===== src/rtl/imm_gen_pipe.sv =====
// imm_gen_pipe: pipelined RV32/RV64 immediate generator behind a two-entry skid buffer.
// Define IMM_GEN_CSR_EN to decode SYSTEM csr*i zimm as the CSR format.
module imm_gen_pipe #(
  parameter int XLEN = 32
) (
  input  logic            clk,
  input  logic            reset,
  input  logic            in_valid,
  output logic            in_ready,
  input  logic [31:0]     in_instr,
  input  logic [XLEN-1:0] in_pc,
  output logic            out_valid,
  input  logic            out_ready,
  output logic [XLEN-1:0] out_imm,
  output logic [XLEN-1:0] out_target,
  output logic [2:0]      out_fmt,
  output logic            out_illegal
);
  typedef enum logic [2:0] {F_NONE, F_I, F_S, F_B, F_U, F_J, F_SHAMT, F_CSR} fmt_t;
  typedef struct packed {
    logic [XLEN-1:0] imm;
    logic [XLEN-1:0] target;
    fmt_t            fmt;
    logic            illegal;
  } entry_t;

  logic [6:0]      opc;
  logic [2:0]      f3;
  logic            is_sh;
  logic            tgt_en;
  logic [XLEN-1:0] imm_i, imm_s, imm_b, imm_j, imm_u, sh5, sh6;
  entry_t          dec, out_e, skid_e;
  logic            out_v, skid_v, acc, drain, load_out, load_skid;

  assign opc   = in_instr[6:0];
  assign f3    = in_instr[14:12];
  assign is_sh = f3 == 3'b001 || f3 == 3'b101;
  assign imm_i = XLEN'($signed(in_instr[31:20]));
  assign imm_s = XLEN'($signed({in_instr[31:25], in_instr[11:7]}));
  assign imm_b = XLEN'($signed({in_instr[31], in_instr[7], in_instr[30:25], in_instr[11:8], 1'b0}));
  assign imm_j = XLEN'($signed({in_instr[31], in_instr[19:12], in_instr[20], in_instr[30:21], 1'b0}));
  assign imm_u = XLEN'($signed({in_instr[31:12], 12'b0}));
  assign sh5   = XLEN'(in_instr[24:20]);
  assign sh6   = XLEN'(in_instr[25:20]);

  always_comb begin
    dec    = '0;
    tgt_en = 1'b0;
    case (opc)
      7'b0000011, 7'b1100111: begin
        dec.imm = imm_i;
        dec.fmt = F_I;
      end
      7'b0010011: begin
        dec.imm     = is_sh ? (XLEN == 64 ? sh6 : sh5) : imm_i;
        dec.fmt     = is_sh ? F_SHAMT : F_I;
        dec.illegal = is_sh && XLEN == 32 && in_instr[25];
      end
      7'b0011011: begin
        // word-sized shifts only exist on RV64 and always take a 5-bit amount
        dec.imm     = XLEN == 64 ? (is_sh ? sh5 : imm_i) : '0;
        dec.fmt     = XLEN == 64 ? (is_sh ? F_SHAMT : F_I) : F_NONE;
        dec.illegal = XLEN == 64 ? is_sh && in_instr[25] : 1'b1;
      end
      7'b0100011: begin
        dec.imm = imm_s;
        dec.fmt = F_S;
      end
      7'b1100011: begin
        dec.imm = imm_b;
        dec.fmt = F_B;
        tgt_en  = 1'b1;
      end
      7'b1101111: begin
        dec.imm = imm_j;
        dec.fmt = F_J;
        tgt_en  = 1'b1;
      end
      7'b0110111, 7'b0010111: begin
        dec.imm = imm_u;
        dec.fmt = F_U;
        tgt_en  = opc[5] == 1'b0;
      end
      7'b1110011: begin
`ifdef IMM_GEN_CSR_EN
        if (f3[2] && f3[1:0] != 2'b00) begin
          dec.imm = XLEN'(in_instr[19:15]);
          dec.fmt = F_CSR;
        end
`endif
      end
      7'b0110011, 7'b0111011: ;
      default: dec.illegal = 1'b1;
    endcase
    dec.target = tgt_en ? in_pc + dec.imm : '0;
  end

  assign acc       = in_valid && !skid_v;
  assign drain     = out_v && out_ready;
  assign load_out  = acc && (!out_v || drain);
  assign load_skid = acc && out_v && !drain;

  always_ff @(posedge clk or posedge reset) begin
    if (reset) begin
      out_v  <= 1'b0;
      skid_v <= 1'b0;
      out_e  <= '0;
      skid_e <= '0;
    end else begin
      out_v  <= (out_v && !drain) || skid_v || acc;
      skid_v <= load_skid || (skid_v && !drain);
      out_e  <= drain && skid_v ? skid_e : load_out ? dec : out_e;
      skid_e <= load_skid ? dec : skid_e;
    end
  end

  assign in_ready    = !skid_v;
  assign out_valid   = out_v;
  assign out_imm     = out_e.imm;
  assign out_target  = out_e.target;
  assign out_fmt     = out_e.fmt;
  assign out_illegal = out_e.illegal;
endmodule

===== config.mk =====
export PLATFORM = sky130hd
export DESIGN_NAME = imm_gen_pipe
export DESIGN_NICKNAME = d
export VERILOG_FILES = /design/src/rtl/imm_gen_pipe.sv
export SDC_FILE = /design/constraint.sdc
export NUM_CORES = 1
export LEC_CHECK = 0
export BUFFER_PORTS_ARGS = -buffer_cell sky130_fd_sc_hd__buf_4
export CORE_MARGIN = 2
export CORE_UTILIZATION = 42
export DETAILED_ROUTE_END_ITERATION = 16
export GPL_TIMING_DRIVEN = 0
export MAX_ROUTING_LAYER = met4
export PLACE_DENSITY = 0.67
export SYNTH_ARGS = -nofsm -noshare
export SYNTH_HDL_FRONTEND = slang
export SYNTH_SLANG_ARGS = --single-unit

===== constraint.sdc =====
create_clock -name clk -period 8.58 [get_ports clk]
set_clock_uncertainty 0.2 [all_clocks]
set_input_delay 0.429 -clock clk [delete_from_list [all_inputs] [get_ports clk]]
set_output_delay 0.429 -clock clk [all_outputs]
set_load 0.02 [all_outputs]

==> results of run 1 <==
-- cell families after synthesis --
kind of cell               after synthesis  synth area share
adders and majority gates               32            0.0537
and+or+nand+nor                        222             0.130
xor gates and xnor gates                30            0.0346
DFF                                    138             0.455
AOI/OAI and AO/OA                      343             0.277
muxes                                    2           0.00264
buffers and inverters                   93            0.0470
-- sequential cells by signal, summed over array words and instances, names as in the netlist --
signal	count
skid_e	68
out_target	32
out_fmt	3
out_illegal	1
out_valid	1
out_imm	32
skid_v	1
-- through the flow --
stage	hold slack [ns]	std cells	worst slack [ns]	util	total power [mW]
after detailed placement	0.268	1224	3.92	0.500	1.01
final	0.0621	1257	4.21	0.534	1.74
after CTS	0.0521	1257	4.34	0.534	1.75
after global routing	0.0559	1257	3.93	0.534	1.81
after global placement	0.261	1223	2.56	0.498	1.01
after floorplan	0.249	860	4.25	-	0.883
-- cells in the mapped netlist (all sizes together), types with 2 or more instances --
library cell,instances
nor2b,2
nor3,4
nand4b,2
a22oi,59
nand2b,2
dfrtp,138
o22ai,13
o31ai,2
inv,40
a21oi,68
or3b,2
a211o,2
o21ai,136
xnor2,13
o211ai,8
mux2i,2
xor2,17
a211oi,6
and2,6
clkbuf,48
a21boi,2
nand3,15
nor4,2
and3,4
o21a,11
nand4,7
a21o,10
a31oi,8
nand2,121
nor2,46
a32oi,3
o31a,2
ha,31
a22o,2
buf,5
or3,3
-- final cells by class --
class | count | area (sq um)
buffer | 53 | 206
clock buffer | 24 | 482
clock inverter | 7 | 115
fill | 1680 | 8310
inverter | 40 | 155
multi-input combinational | 629 | 3780
sequential | 138 | 3450
tap | 229 | 287
timing repair buffer | 137 | 1050
-- metal layers --
| metal | part of all wire | routed length [microns] | up-vias |
|---|---|---|---|
| met2 | 0.47 | 11000 | 262 |
| met3 | 0.054 | 1260 | 47 |
| met1 | 0.45 | 10600 | 3490 |
| met5 | 0 | 0 | - |
| li1 | - | - | 3409 |
| met4 | 0.024 | 562 | 0 |
-- critical path: cells and delay by family --
| family | cells | cell delay (ns) |
|---|---|---|
| compound gates | 3 | 1.25 |
| fa+ha+maj | 1 | 0.29 |
| buf+inv | 4 | 0.92 |
| simple gates | 7 | 1.57 |
-- final timing paths --
check,from,end
worst max-delay path,in_instr[3],out_target[31]
worst max register to register,out_valid,out_imm[29]
worst min-delay path,in_valid,out_valid
min in group asynchronous,reset,out_imm[3]
worst min register to register,skid_e[10],skid_e[10]
max in group asynchronous,reset,skid_e[28]
-- placed cells by master, fill, tap and decap left out, types with 3 or more instances in the layout --
cell	Yosys	final
sky130_fd_sc_hd__dfrtp_1	138	138
sky130_fd_sc_hd__buf_4	1	135
sky130_fd_sc_hd__o21ai_0	131	131
sky130_fd_sc_hd__nand2_1	121	121
sky130_fd_sc_hd__a21oi_1	68	68
sky130_fd_sc_hd__a22oi_1	59	59
sky130_fd_sc_hd__clkbuf_1	48	52
sky130_fd_sc_hd__nor2_1	46	46
sky130_fd_sc_hd__inv_1	40	39
sky130_fd_sc_hd__ha_1	31	31
sky130_fd_sc_hd__xor2_1	17	17
sky130_fd_sc_hd__clkbuf_16	0	17
sky130_fd_sc_hd__nand3_1	13	13
sky130_fd_sc_hd__o22ai_1	13	13
sky130_fd_sc_hd__xnor2_1	13	13
sky130_fd_sc_hd__o21a_1	11	11
sky130_fd_sc_hd__a21o_1	10	10
sky130_fd_sc_hd__o211ai_1	8	8
sky130_fd_sc_hd__a31oi_1	8	8
sky130_fd_sc_hd__nand4_1	6	6
sky130_fd_sc_hd__and2_1	5	5
sky130_fd_sc_hd__nor3_1	4	4
sky130_fd_sc_hd__and3_1	4	4
sky130_fd_sc_hd__a211oi_1	3	3
sky130_fd_sc_hd__or3_1	3	3
sky130_fd_sc_hd__o21ai_1	3	3
sky130_fd_sc_hd__a32oi_1	3	3
sky130_fd_sc_hd__buf_2	3	3
sky130_fd_sc_hd__clkbuf_8	0	3
sky130_fd_sc_hd__bufinv_16	0	3
-- what timing repair did --
action / 4_1_cts / 5_1_grt
hold endpoints to repair: 58 / 0
resized for setup: 0 / 0
endpoints found under the setup margin: 0 / 0
hold buffers: 2 / 0
-- where the power goes --
| group | switching [mW] | internal (mW) | leakage [nW] |
|---|---|---|---|
| Clock | 0.265 | 0.478 | 0.286 |
| Combinational | 0.186 | 0.106 | 2.42 |
| Sequential | 0.0235 | 0.687 | 1.89 |
| Total | 0.474 | 1.27 | 4.60 |
==> tab_implementation.tex, run 1 <==
\begin{tabular}{lr}
\hline
Metric & Value \\
\hline
\multicolumn{2}{l}{\textbf{Run status}} \\
\quad Run status & complete, no violations \\
\multicolumn{2}{l}{\textbf{Layout}} \\
\quad Layout net count & 1,116 \\
\quad Cell area after layout & 0.00954 sq mm \\
\quad Area growth from synthesis to final layout & 25.6\% \\
\quad Count of antenna diodes in the layout & 0 \\
\quad Fraction of layout cells with a size suffix above 1 & 0.173 \\
\multicolumn{2}{l}{\textbf{CTS}} \\
\quad Clock tree root driver cell & sky130\_fd\_sc\_hd\_\_clkbuf\_16 \\
\quad Buffer count from post-CTS setup fixing & 0 \\
\quad Total clock buffers created by CTS & 17 \\
\quad Clock transition at path regs & 0.05 ns \\
\quad Buffer depth of the longest clock path & 2 \\
\quad Clock insertion delay at the later pin of the skew report & 0.41 ns \\
\quad TritonCTS clock tree & yes \\
\quad CTS Sinks & 138 \\
\quad Number of levels the H-tree was split into & 4 \\
\multicolumn{2}{l}{\textbf{Route}} \\
\quad Post-Route WL & 23.4 mm \\
\quad Number of search-and-repair iterations in the first detailed-routing pass & 5 \\
\quad Average wire per standard cell & 18.7 microns \\
\quad Detailed router's first-iteration violation count & 637 \\
\quad Number of remaining DRC errors & 0 \\
\quad Number of nets still failing antenna checks after routing & 0 \\
\quad Via density per instance & 5.73 \\
\quad Via count & 7,208 \\
\multicolumn{2}{l}{\textbf{Critical path}} \\
\quad Slowest library cell on the worst path & sky130\_fd\_sc\_hd\_\_o22ai\_1 \\
\quad Largest fanout on the critical path & 10 \\
\quad Required time of the worst setup path & 8.67 ns \\
\quad Critical path endpoint category & register \\
\quad Critical setup path kind & primary input to register \\
\quad CP peak stage delay & 0.57 ns \\
\quad Crit path top cell by count & sky130\_fd\_sc\_hd\_\_clkbuf\_1 \\
\quad Ordered cell list for the critical path & clkbuf\_1 > nor2\_1 > nand4\_1 > nand3\_2 > and2\_1 > clkbuf\_1 > a21oi\_1 > inv\_1 > ha\_1 > clkbuf\_1 > nand3\_1 > o22ai\_1 > o2111ai\_1 > nor4b\_1 > or3b\_1 \\
\quad Sort of element at the start of the critical path & primary input \\
\quad Arrival @ worst endpoint & 4.46 ns \\
\quad Depth of the worst register-to-register path & 7 \\
\quad Register-to-Register Setup Slack & 5.91 ns \\
\multicolumn{2}{l}{\textbf{Synthesis}} \\
\quad Number of distinct library cell variants in the gate-level netlist after synthesis & 63 \\
\quad Yosys warns & 0 \\
\quad Register bit total from synthesis & 138 \\
\quad Sequential element share of the synthesized area & 0.455 \\
\quad Library cell with the largest summed area after synthesis & sky130\_fd\_sc\_hd\_\_dfrtp\_1 \\
\quad Syn nets & 960 \\
\quad Number of enable-type register cells in the synthesized netlist & 0 \\
\quad Synthesized area & 0.00759 sq mm \\
\quad Most area-consuming cells after synthesis & sky130\_fd\_sc\_hd\_\_dfrtp\_1 (45\%), sky130\_fd\_sc\_hd\_\_o21ai\_0 (8.6\%), sky130\_fd\_sc\_hd\_\_nand2\_1 (6.0\%) \\
\quad Number of instances in the synthesized netlist & 860 \\
\quad Most common flop cell mapped by yosys & sky130\_fd\_sc\_hd\_\_dfrtp\_1 \\
\quad Mean area per synthesized cell & 8.83 sq um \\
\quad Async set-reset flop share out of synthesis & 1.00 \\
\quad Top cell type's share of synthesized area & 0.455 \\
\multicolumn{2}{l}{\textbf{Min path}} \\
\quad Cells on Worst Hold Path & 2 \\
\quad Type of the worst min-delay path & primary input to register \\
\multicolumn{2}{l}{\textbf{Placement}} \\
\quad Number of buffers inserted by port buffering & 134 \\
\quad Detail Placement HPWL & 18.0 mm \\
\quad Area post-placement & 0.00892 sq mm \\
\quad GP Congestion & 0.962 \\
\multicolumn{2}{l}{\textbf{GRT}} \\
\quad Aggregate global-route resource usage & 0.254 \\
\quad Antenna violations before repair & 0 \\
\quad Most crowded layer after global routing & met2 \\
\quad M3 GR Usage & 0.0416 \\
\quad Global-route congestion overflow total & 0 \\
\quad Grt met2 use & 0.387 \\
\quad Met1 usage & 0.349 \\
\quad Wire length of the first global-routing pass & 37.5 mm \\
\quad Maximum number of pins on one net before global-route repair & 82 \\
\quad Number of global-route vias before repair & 6,928 \\
\multicolumn{2}{l}{\textbf{Floorplanning}} \\
\quad Area of the core & 0.0178 sq mm \\
\quad Vertical die dimension & 138 microns \\
\quad Die footprint & 0.0192 sq mm \\
\quad Ports placed on the boundary & 138 \\
\quad Starting Density & 0.426 \\
\quad Site Rows & 49 \\
\quad Horizontal die dimension & 138 microns \\
\multicolumn{2}{l}{\textbf{Timing}} \\
\quad Share of the clock period used by the worst path after layout & 0.510 \\
\quad Max Clock Freq & 0.229 GHz \\
\quad Final count of negative-setup-slack endpoints & 0 \\
\quad Final Hold Fails & 0 \\
\quad Slew Limit Headroom & 0.352 \\
\quad Total negative setup slack & 0 ns \\
\quad RSZ-0062 raised after global routing & no \\
\quad Slew at the pin closest to its max-slew limit & 0.968 ns \\
\quad Post-route minimum period & 4.37 ns \\
\quad Pins over their slew limit & 0 \\
\multicolumn{2}{l}{\textbf{Pwr}} \\
\quad Largest voltage drop on the vdd net & 0.141 mV \\
\quad Static power due to leakage & 4.60 nW \\
\quad Power per cell area & 183 mW/mm\^{}2 \\
\multicolumn{2}{l}{\textbf{Flow run}} \\
\quad Max cap viols & 0 \\
\hline
\end{tabular}
No activity file was read; power rests on OpenSTA's default activity.
==> run 2: changes to the inputs <==
--- a/config.mk
+++ b/config.mk
@@ -5,13 +5,14 @@
 export SDC_FILE = /design/constraint.sdc
 export NUM_CORES = 1
 export LEC_CHECK = 0
+export ABC_AREA = 1
 export BUFFER_PORTS_ARGS = -buffer_cell sky130_fd_sc_hd__buf_4
 export CORE_MARGIN = 2
 export CORE_UTILIZATION = 42
 export DETAILED_ROUTE_END_ITERATION = 16
 export GPL_TIMING_DRIVEN = 0
 export MAX_ROUTING_LAYER = met4
-export PLACE_DENSITY = 0.67
+export PLACE_DENSITY = 0.66
 export SYNTH_ARGS = -nofsm -noshare
 export SYNTH_HDL_FRONTEND = slang
 export SYNTH_SLANG_ARGS = --single-unit
==> constraint.sdc (replaced) <==
create_clock -name clk -period 4.3 [get_ports clk]
set_clock_uncertainty 0.2 [all_clocks]
set_input_delay 0.215 -clock clk [delete_from_list [all_inputs] [get_ports clk]]
set_output_delay 0.215 -clock clk [all_outputs]
set_load 0.02 [all_outputs]
==> run 2 against run 1 <==
- sequential share of layout area down 4.1 points
- die area up 14%
- critical path depth up 6
- first-iteration DRC count down 14%
- setup slack worse by 3.1 ns
- worst hold slack worse by 0.053 ns
- total power up 98%
- clock power up 95%
- critical endpoint is now out_target[18]
==> tab_implementation.tex, run 2 <==
\begin{tabular}{lr}
\hline
Metric & Value \\
\hline
\multicolumn{2}{l}{\textbf{Route}} \\
\quad Post-Route WL & 27.1 mm \\
\quad Number of nets still failing antenna checks after routing & 0 \\
\quad Detailed router's first-iteration violation count & 548 \\
\quad Via count & 8,255 \\
\quad Number of search-and-repair iterations in the first detailed-routing pass & 5 \\
\quad Average wire per standard cell & 16.7 microns \\
\quad Via density per instance & 5.07 \\
\quad Number of remaining DRC errors & 0 \\
\multicolumn{2}{l}{\textbf{Critical path}} \\
\quad CP peak stage delay & 0.44 ns \\
\quad Ordered cell list for the critical path & buf\_4 > nand2\_2 > nor2\_4 > nand2\_4 > nand2\_4 > a21oi\_2 > nand2\_1 > a21boi\_1 > inv\_1 > fa\_1 > nand2\_1 > nand2\_1 > nand3b\_1 > nand2\_1 > nand2\_1 > nand2\_1 > nand2\_1 > inv\_1 > o21ai\_0 > nand4\_1 > nand2\_1 \\
\quad Slowest library cell on the worst path & sky130\_fd\_sc\_hd\_\_fa\_1 \\
\quad Arrival @ worst endpoint & 3.32 ns \\
\quad Sort of element at the start of the critical path & primary input \\
\quad Largest fanout on the critical path & 4 \\
\quad Crit path top cell by count & sky130\_fd\_sc\_hd\_\_nand2\_1 \\
\quad Top Family by Delay on Critical Path & simple AND/OR/NAND/NOR gates \\
\quad Total buffers and inverters traversed by the critical path & 3 \\
\quad Required time of the worst setup path & 4.47 ns \\
\quad Critical path endpoint category & register \\
\quad Critical setup path kind & primary input to register \\
\multicolumn{2}{l}{\textbf{Synthesis}} \\
\quad Library cell with the largest summed area after synthesis & sky130\_fd\_sc\_hd\_\_dfrtp\_1 \\
\quad Commonest cells post-synth & sky130\_fd\_sc\_hd\_\_nand2\_1 (423), sky130\_fd\_sc\_hd\_\_inv\_1 (150), sky130\_fd\_sc\_hd\_\_dfrtp\_1 (138), sky130\_fd\_sc\_hd\_\_nor2\_1 (52), sky130\_fd\_sc\_hd\_\_nand3\_1 (46) \\
\quad Number of instances in the synthesized netlist & 1,176 \\
\quad Yosys warns & 0 \\
\quad Number of distinct library cell variants in the gate-level netlist after synthesis & 41 \\
\quad Async set-reset flop share out of synthesis & 1.00 \\
\quad Most area-consuming cells after synthesis & sky130\_fd\_sc\_hd\_\_dfrtp\_1 (40\%), sky130\_fd\_sc\_hd\_\_nand2\_1 (18\%), sky130\_fd\_sc\_hd\_\_inv\_1 (6.5\%) \\
\quad Syn nets & 1,276 \\
\quad Mean area per synthesized cell & 7.36 sq um \\
\quad Most common flop cell mapped by yosys & sky130\_fd\_sc\_hd\_\_dfrtp\_1 \\
\quad Number of enable-type register cells in the synthesized netlist & 0 \\
\quad Register bit total from synthesis & 138 \\
\quad Top cell type's share of synthesized area & 0.399 \\
\quad Most frequent cell after synthesis & sky130\_fd\_sc\_hd\_\_nand2\_1 \\
\quad Sequential element share of the synthesized area & 0.399 \\
\quad Synthesized area & 0.00866 sq mm \\
\multicolumn{2}{l}{\textbf{Timing}} \\
\quad Final count of negative-setup-slack endpoints & 0 \\
\quad Post-route minimum period & 3.15 ns \\
\quad Pins over their slew limit & 0 \\
\quad Share of the clock period used by the worst path after layout & 0.732 \\
\quad Final Hold Fails & 0 \\
\quad RSZ-0062 raised after global routing & no \\
\quad Slew at the pin closest to its max-slew limit & 0.745 ns \\
\quad Slew Limit Headroom & 0.498 \\
\quad Max Clock Freq & 0.318 GHz \\
\quad Worst hold margin & 0.00952 ns \\
\multicolumn{2}{l}{\textbf{Layout}} \\
\quad Fraction of layout cells with a size suffix above 1 & 0.184 \\
\quad Layout net count & 1,445 \\
\quad Max FFs per register & 68 \\
\quad Area growth from synthesis to final layout & 24.2\% \\
\quad Sequential Area & 0.00345 sq mm \\
\quad Footprint of the multi-input gates & 0.00441 sq mm \\
\quad FILL cells & 1,978 \\
\quad Largest Register & skid\_e \\
\quad Most frequent cells in the layout & sky130\_fd\_sc\_hd\_\_nand2\_1 (423), sky130\_fd\_sc\_hd\_\_inv\_1 (149), sky130\_fd\_sc\_hd\_\_buf\_4 (138), sky130\_fd\_sc\_hd\_\_dfrtp\_1 (138), sky130\_fd\_sc\_hd\_\_nor2\_1 (52) \\
\quad Count of antenna diodes in the layout & 0 \\
\quad Most common cell after layout, fill and taps aside & sky130\_fd\_sc\_hd\_\_nand2\_1 \\
\multicolumn{2}{l}{\textbf{CTS}} \\
\quad CTS Sinks & 138 \\
\quad Clock transition at path regs & 0.06 ns \\
\quad Buffer count from post-CTS setup fixing & 0 \\
\quad Number of levels the H-tree was split into & 4 \\
\quad Total clock buffers created by CTS & 17 \\
\quad TritonCTS clock tree & yes \\
\quad Buffer depth of the longest clock path & 2 \\
\quad Post-CTS Resized & 0 \\
\quad Clock tree root driver cell & sky130\_fd\_sc\_hd\_\_clkbuf\_16 \\
\quad Clock insertion delay at the later pin of the skew report & 0.43 ns \\
\multicolumn{2}{l}{\textbf{GRT}} \\
\quad Number of global-route vias before repair & 8,025 \\
\quad Global-route congestion overflow total & 0 \\
\quad Antenna violations before repair & 0 \\
\quad Aggregate global-route resource usage & 0.263 \\
\quad Wire length of the first global-routing pass & 42.9 mm \\
\quad Maximum number of pins on one net before global-route repair & 89 \\
\multicolumn{2}{l}{\textbf{Run status}} \\
\quad Run status & complete, no violations \\
\multicolumn{2}{l}{\textbf{Placement}} \\
\quad Number of buffers inserted by port buffering & 136 \\
\quad Detail Placement HPWL & 21.2 mm \\
\quad GP Congestion & 0.904 \\
\multicolumn{2}{l}{\textbf{Pwr}} \\
\quad Power per cell area & 322 mW/mm\^{}2 \\
\quad Static power due to leakage & 5.82 nW \\
\quad Largest voltage drop on the vdd net & 0.293 mV \\
\quad Design Power & 3.46 mW \\
\multicolumn{2}{l}{\textbf{Floorplanning}} \\
\quad Area of the core & 0.0202 sq mm \\
\quad Vertical die dimension & 148 microns \\
\quad Starting Density & 0.428 \\
\quad Die footprint & 0.0218 sq mm \\
\quad Horizontal die dimension & 148 microns \\
\quad Site Rows & 52 \\
\quad Ports placed on the boundary & 138 \\
\multicolumn{2}{l}{\textbf{Flow run}} \\
\quad Max cap viols & 0 \\
\multicolumn{2}{l}{\textbf{Min path}} \\
\quad Type of the worst min-delay path & primary input to register \\
\hline
\end{tabular}
-- run 2: cell types whose count changed after synthesis, moves of 59 or more --
cell | previous run | this run
sky130_fd_sc_hd__inv_1 | 40 | 150
sky130_fd_sc_hd__a22oi_1 | 59 | 0
sky130_fd_sc_hd__nand2_1 | 121 | 423
sky130_fd_sc_hd__o21ai_0 | 131 | 45
-- run 2: routing by layer --
layer | share of wire | vias up | track usage
met1 | 0.47 | 3843 | 0.357
met2 | 0.46 | 222 | 0.413
met3 | 0.042 | 34 | 0.0290
met4 | 0.024 | 0 | 0.0904
met5 | 0 | - | -
li1 | - | 4156 | -
-- run 2: power breakdown --
part	internal (mW)	total [mW]	switching [mW]
combinational	0.205	0.618	0.413
sequential	1.36	1.39	0.0356
clock	0.821	1.45	0.627
-- run 2: path summary, 6_finish.rpt --
path | startpoint | to | slack, ns | cells after the start
min reg2reg | skid_e[34] | skid_e[34] | 0.28 | 2
max reg2reg | out_valid | skid_e[4] | 1.92 | 7
min in group asynchronous | reset | out_target[22] | 0.17 | 3
min | in_instr[18] | skid_e[54] | 0.01 | 5
max in group asynchronous | reset | out_imm[10] | 2.92 | 4
max | in_instr[1] | out_target[18] | 1.15 | 21
-- run 2: kinds of logic (layout without fill, tap and decap cells) --
logic type | Yosys count | after routing | share of synthesized area
simple gates | 606 | 606 | 0.308
compound gates | 203 | 203 | 0.155
buf+inv | 197 | 379 | 0.0915
flops | 138 | 138 | 0.399
fa+ha+maj | 32 | 32 | 0.0471
-- run 2: through the flow --
step	instances	worst slack [ns]	utilization	instance area, sq um	setup TNS, ns
6_report	1628	1.15	0.531	10800	0
5_1_grt	1628	0.894	0.531	10800	0
4_1_cts	1628	1.25	0.531	10800	0
3_5_place_dp	1583	0.817	0.497	10000	0
3_3_place_gp	1582	-1.48	0.495	10000	-200.99
2_1_floorplan	1176	0.189	-	8660	0
-- run 2: repair_timing --
item	CTS	global route
hold endpoints to repair	70	0
setup endpoints to repair	0	0
hold buffers	13	0
-- run 2: final cells by class --
cell class              count  share of cell area
inverters                 156              0.0549
clock inverters            14              0.0128
multi-input cells         841               0.410
flip-flops and latches    138               0.321
plain buffers              41              0.0192
well taps                 270              0.0314
repair buffers            150               0.110
clock buffers              18              0.0408
-- run 2: worst min-delay path, stage by stage --
cell                      delay (ns)
sky130_fd_sc_hd__buf_4          0.08
sky130_fd_sc_hd__nand2_1        0.04
sky130_fd_sc_hd__nand2_1        0.14
sky130_fd_sc_hd__nand2_1        0.06
sky130_fd_sc_hd__o21ai_0        0.07
==> run 3: changes to the inputs <==
--- a/config.mk
+++ b/config.mk
@@ -5,14 +5,14 @@
 export SDC_FILE = /design/constraint.sdc
 export NUM_CORES = 1
 export LEC_CHECK = 0
-export ABC_AREA = 1
+export ABC_AREA = 0
 export BUFFER_PORTS_ARGS = -buffer_cell sky130_fd_sc_hd__buf_4
 export CORE_MARGIN = 2
 export CORE_UTILIZATION = 42
 export DETAILED_ROUTE_END_ITERATION = 16
 export GPL_TIMING_DRIVEN = 0
 export MAX_ROUTING_LAYER = met4
-export PLACE_DENSITY = 0.66
+export PLACE_DENSITY = 0.67
 export SYNTH_ARGS = -nofsm -noshare
 export SYNTH_HDL_FRONTEND = slang
 export SYNTH_SLANG_ARGS = --single-unit
==> constraint.sdc (replaced) <==
create_clock -name clk -period 3.1 [get_ports clk]
set_clock_uncertainty 0.2 [all_clocks]
set_input_delay 0.155 -clock clk [delete_from_list [all_inputs] [get_ports clk]]
set_output_delay 0.155 -clock clk [all_outputs]
set_load 0.02 [all_outputs]
==> run 3 against run 2 <==
- total power up 46%
- combinational power up 53%
- count of clock-buffer cells in the layout up 1
- wire length down 4.9%
- critical path depth down 6
- non-clock buffer count up 64
- flip-flop and latch count unchanged
- sequential share of layout area down 0.23 points
==> tab_implementation.tex, run 3 (synthesis results as in run 1) <==
\begin{tabular}{lr}
\hline
Metric & Value \\
\hline
\multicolumn{2}{l}{\textbf{Critical path}} \\
\quad Arrival @ worst endpoint & 3.20 ns \\
\quad R2R Path Start & out\_valid \\
\quad Crit path top cell by count & sky130\_fd\_sc\_hd\_\_a211oi\_4 \\
\quad Top Family by Delay on Critical Path & compound AO/OA/AOI/OAI gates \\
\quad End of the worst register-to-register path & skid\_e[8] \\
\quad Total buffers and inverters traversed by the critical path & 3 \\
\quad Required time of the worst setup path & 3.21 ns \\
\quad Depth of the worst register-to-register path & 7 \\
\quad Ordered cell list for the critical path & buf\_8 > and4b\_2 > and2\_4 > buf\_6 > o21a\_4 > a21oi\_4 > inv\_2 > ha\_4 > nand4\_4 > a211oi\_4 > o21ai\_4 > a211oi\_4 > o2111ai\_2 > nor4b\_4 > or3b\_1 \\
\quad Critical path endpoint category & register \\
\quad Largest fanout on the critical path & 8 \\
\quad Critical setup path kind & primary input to register \\
\quad Sort of element at the start of the critical path & primary input \\
\quad Slowest library cell on the worst path & sky130\_fd\_sc\_hd\_\_or3b\_1 \\
\quad Register-to-Register Setup Slack & 0.39 ns \\
\quad CP peak stage delay & 0.37 ns \\
\multicolumn{2}{l}{\textbf{Min path}} \\
\quad Type of the worst min-delay path & primary input to register \\
\quad Startpoint of the tightest hold check path & in\_instr[20] \\
\quad Cells on Worst Hold Path & 4 \\
\quad Endpoint, Worst Hold & out\_imm[0] \\
\multicolumn{2}{l}{\textbf{Timing}} \\
\quad Share of the clock period used by the worst path after layout & 0.998 \\
\quad RSZ-0062 raised after global routing & yes \\
\quad Pins over their slew limit & 0 \\
\quad Slew at the pin closest to its max-slew limit & 0.898 ns \\
\quad Max Clock Freq & 0.323 GHz \\
\quad Worst hold margin & 0.0123 ns \\
\quad Final count of negative-setup-slack endpoints & 0 \\
\quad Post-route minimum period & 3.09 ns \\
\quad Final Hold Fails & 0 \\
\quad Slew Limit Headroom & 0.399 \\
\quad Total negative setup slack & 0 ns \\
\quad Worst setup slack after layout & 0.00579 ns \\
\multicolumn{2}{l}{\textbf{CTS}} \\
\quad Buffer depth of the longest clock path & 2 \\
\quad CTS Sinks & 138 \\
\quad Total clock buffers created by CTS & 17 \\
\quad TritonCTS clock tree & yes \\
\quad Clock transition at path regs & 0.06 ns \\
\quad Clock tree root driver cell & sky130\_fd\_sc\_hd\_\_clkbuf\_16 \\
\quad Clock insertion delay at the later pin of the skew report & 0.43 ns \\
\quad Number of levels the H-tree was split into & 4 \\
\multicolumn{2}{l}{\textbf{GRT}} \\
\quad Number of global-route vias before repair & 7,233 \\
\quad Antenna violations before repair & 0 \\
\quad Aggregate global-route resource usage & 0.274 \\
\quad Maximum number of pins on one net before global-route repair & 43 \\
\quad M3 GR Usage & 0.0464 \\
\quad Met1 usage & 0.364 \\
\quad Wire length of the first global-routing pass & 39.9 mm \\
\quad Grt met2 use & 0.426 \\
\quad Most crowded layer after global routing & met2 \\
\quad Global-route congestion overflow total & 0 \\
\multicolumn{2}{l}{\textbf{Placement}} \\
\quad Number of buffers inserted by port buffering & 134 \\
\quad Number of placed instances, taps included & 1,227 \\
\quad DP Worst Slack & -0.874 ns \\
\quad Detail Placement HPWL & 18.6 mm \\
\quad GP Congestion & 0.919 \\
\multicolumn{2}{l}{\textbf{Floorplanning}} \\
\quad Site Rows & 49 \\
\quad Area of the core & 0.0178 sq mm \\
\quad Starting Density & 0.426 \\
\quad Die footprint & 0.0192 sq mm \\
\quad Vertical die dimension & 138 microns \\
\quad Horizontal die dimension & 138 microns \\
\quad Ports placed on the boundary & 138 \\
\multicolumn{2}{l}{\textbf{Route}} \\
\quad Detailed router's first-iteration violation count & 613 \\
\quad Via density per instance & 5.71 \\
\quad Number of nets still failing antenna checks after routing & 0 \\
\quad Average wire per standard cell & 19.5 microns \\
\quad Number of search-and-repair iterations in the first detailed-routing pass & 5 \\
\quad Via count & 7,554 \\
\quad Post-Route WL & 25.8 mm \\
\quad Number of remaining DRC errors & 0 \\
\multicolumn{2}{l}{\textbf{Pwr}} \\
\quad Static power due to leakage & 5.04 nW \\
\quad Clk network pwr share & 0.422 \\
\quad Internal power & 3.59 mW \\
\quad Power per cell area & 466 mW/mm\^{}2 \\
\quad Relative contribution of combinational cells to total power & 0.188 \\
\quad Largest voltage drop on the vdd net & 0.393 mV \\
\quad Switching share of power & 0.288 \\
\quad Sequential power share & 0.390 \\
\quad Switching pwr & 1.45 mW \\
\multicolumn{2}{l}{\textbf{Layout}} \\
\quad Max FFs per register & 68 \\
\quad Count of antenna diodes in the layout & 0 \\
\quad Most common cell after layout, fill and taps aside & sky130\_fd\_sc\_hd\_\_buf\_4 \\
\quad Area growth from synthesis to final layout & 42.6\% \\
\quad Fraction of layout cells with a size suffix above 1 & 0.278 \\
\quad Layout net count & 1,182 \\
\quad FILL cells & 1,535 \\
\quad Post-route insts no fill & 1,324 \\
\quad Core occupancy in the finished layout & 0.607 \\
\quad Footprint of the multi-input gates & 0.00438 sq mm \\
\quad Sequential Area & 0.00345 sq mm \\
\quad Most frequent cells in the layout & sky130\_fd\_sc\_hd\_\_buf\_4 (170), sky130\_fd\_sc\_hd\_\_dfrtp\_1 (138), sky130\_fd\_sc\_hd\_\_o21ai\_0 (121), sky130\_fd\_sc\_hd\_\_nand2\_1 (119), sky130\_fd\_sc\_hd\_\_a22oi\_1 (54) \\
\quad Largest Register & skid\_e \\
\multicolumn{2}{l}{\textbf{Flow run}} \\
\quad Max cap viols & 0 \\
\multicolumn{2}{l}{\textbf{Run status}} \\
\quad Run status & complete, no violations \\
\hline
\end{tabular}
[run 3: changes by cell type in the layout (fill, tap and decap cells not counted), sizes merged, moves of 14 or more]
cell	before	now
nand2	451	121
inv	159	42
o21ai	70	136
a22oi	0	59
o211ai	46	8
nand3	48	15
a21oi	36	68
clkbuf	36	62
nand4	30	7
a22o	22	2
dlygate4sd3	13	33
buf	160	179
xor2	0	17
nor2	60	46
[run 3: worst max-delay path by stage]
| stage | start | slack [ns] | depth (start not counted) | to |
|---|---|---|---|---|
| floorplan | in_instr[5] | -0.03 | 14 | out_target[31] |
| global placement | in_instr[4] | -0.89 | 15 | out_target[18] |
| detailed placement | in_instr[5] | -0.87 | 15 | out_target[18] |
| CTS | in_instr[4] | 0.002 | 16 | out_target[29] |
| global route | in_instr[5] | -0.07 | 15 | out_target[31] |
| finish | in_instr[4] | 0.006 | 15 | out_target[31] |
[run 3: per-stage QoR]
step | instance area (sq um) | power (mW)
3_3_place_gp | 9070 | 2.81
3_5_place_dp | 9160 | 2.83
2_1_floorplan | 7780 | 2.46
4_1_cts | 10500 | 5.03
6_report | 10800 | 5.04
5_1_grt | 10800 | 5.22
[run 3: layout make-up]
cell class                 count  area share
buffer                        48      0.0214
clock buffer                  19      0.0418
clock inverter                13      0.0152
inverter                      40      0.0142
multi-input combinational    630       0.404
sequential                   138       0.319
tap                          229      0.0265
timing repair buffer         207       0.158
[run 3: power groups by stage]
stage,registers (mW),logic (mW),clock network [mW]
4_1_cts,1.97,0.906,2.16
5_1_grt,1.98,1.02,2.22
6_report,1.97,0.946,2.13
3_3_place_gp,2.00,0.816,0
2_1_floorplan,2.07,0.395,0
3_5_place_dp,2.00,0.837,0
[run 3: timing repair]
item	4_1_cts	5_1_grt
endpoints found under the setup margin	37	32
cloned	0	1
setup buffers	17	19
endpoints found under the hold margin	107	0
pin swaps	26	33
hold buffers	33	0
gates resized for setup	65	43
[run 3: per-layer routing]
metal	vias to the layer above	wire length (microns)	share of wire
met3	53	1380	0.054
met4	0	739	0.029
met1	3690	11500	0.44
met2	255	12200	0.47
li1	3556	-	-
met5	-	0	0
[run 3: worst min-delay path, stage by stage]
cell	delay, ns
sky130_fd_sc_hd__buf_4	0.10
sky130_fd_sc_hd__a22oi_2	0.08
sky130_fd_sc_hd__buf_4	0.15
sky130_fd_sc_hd__o21ai_0	0.13
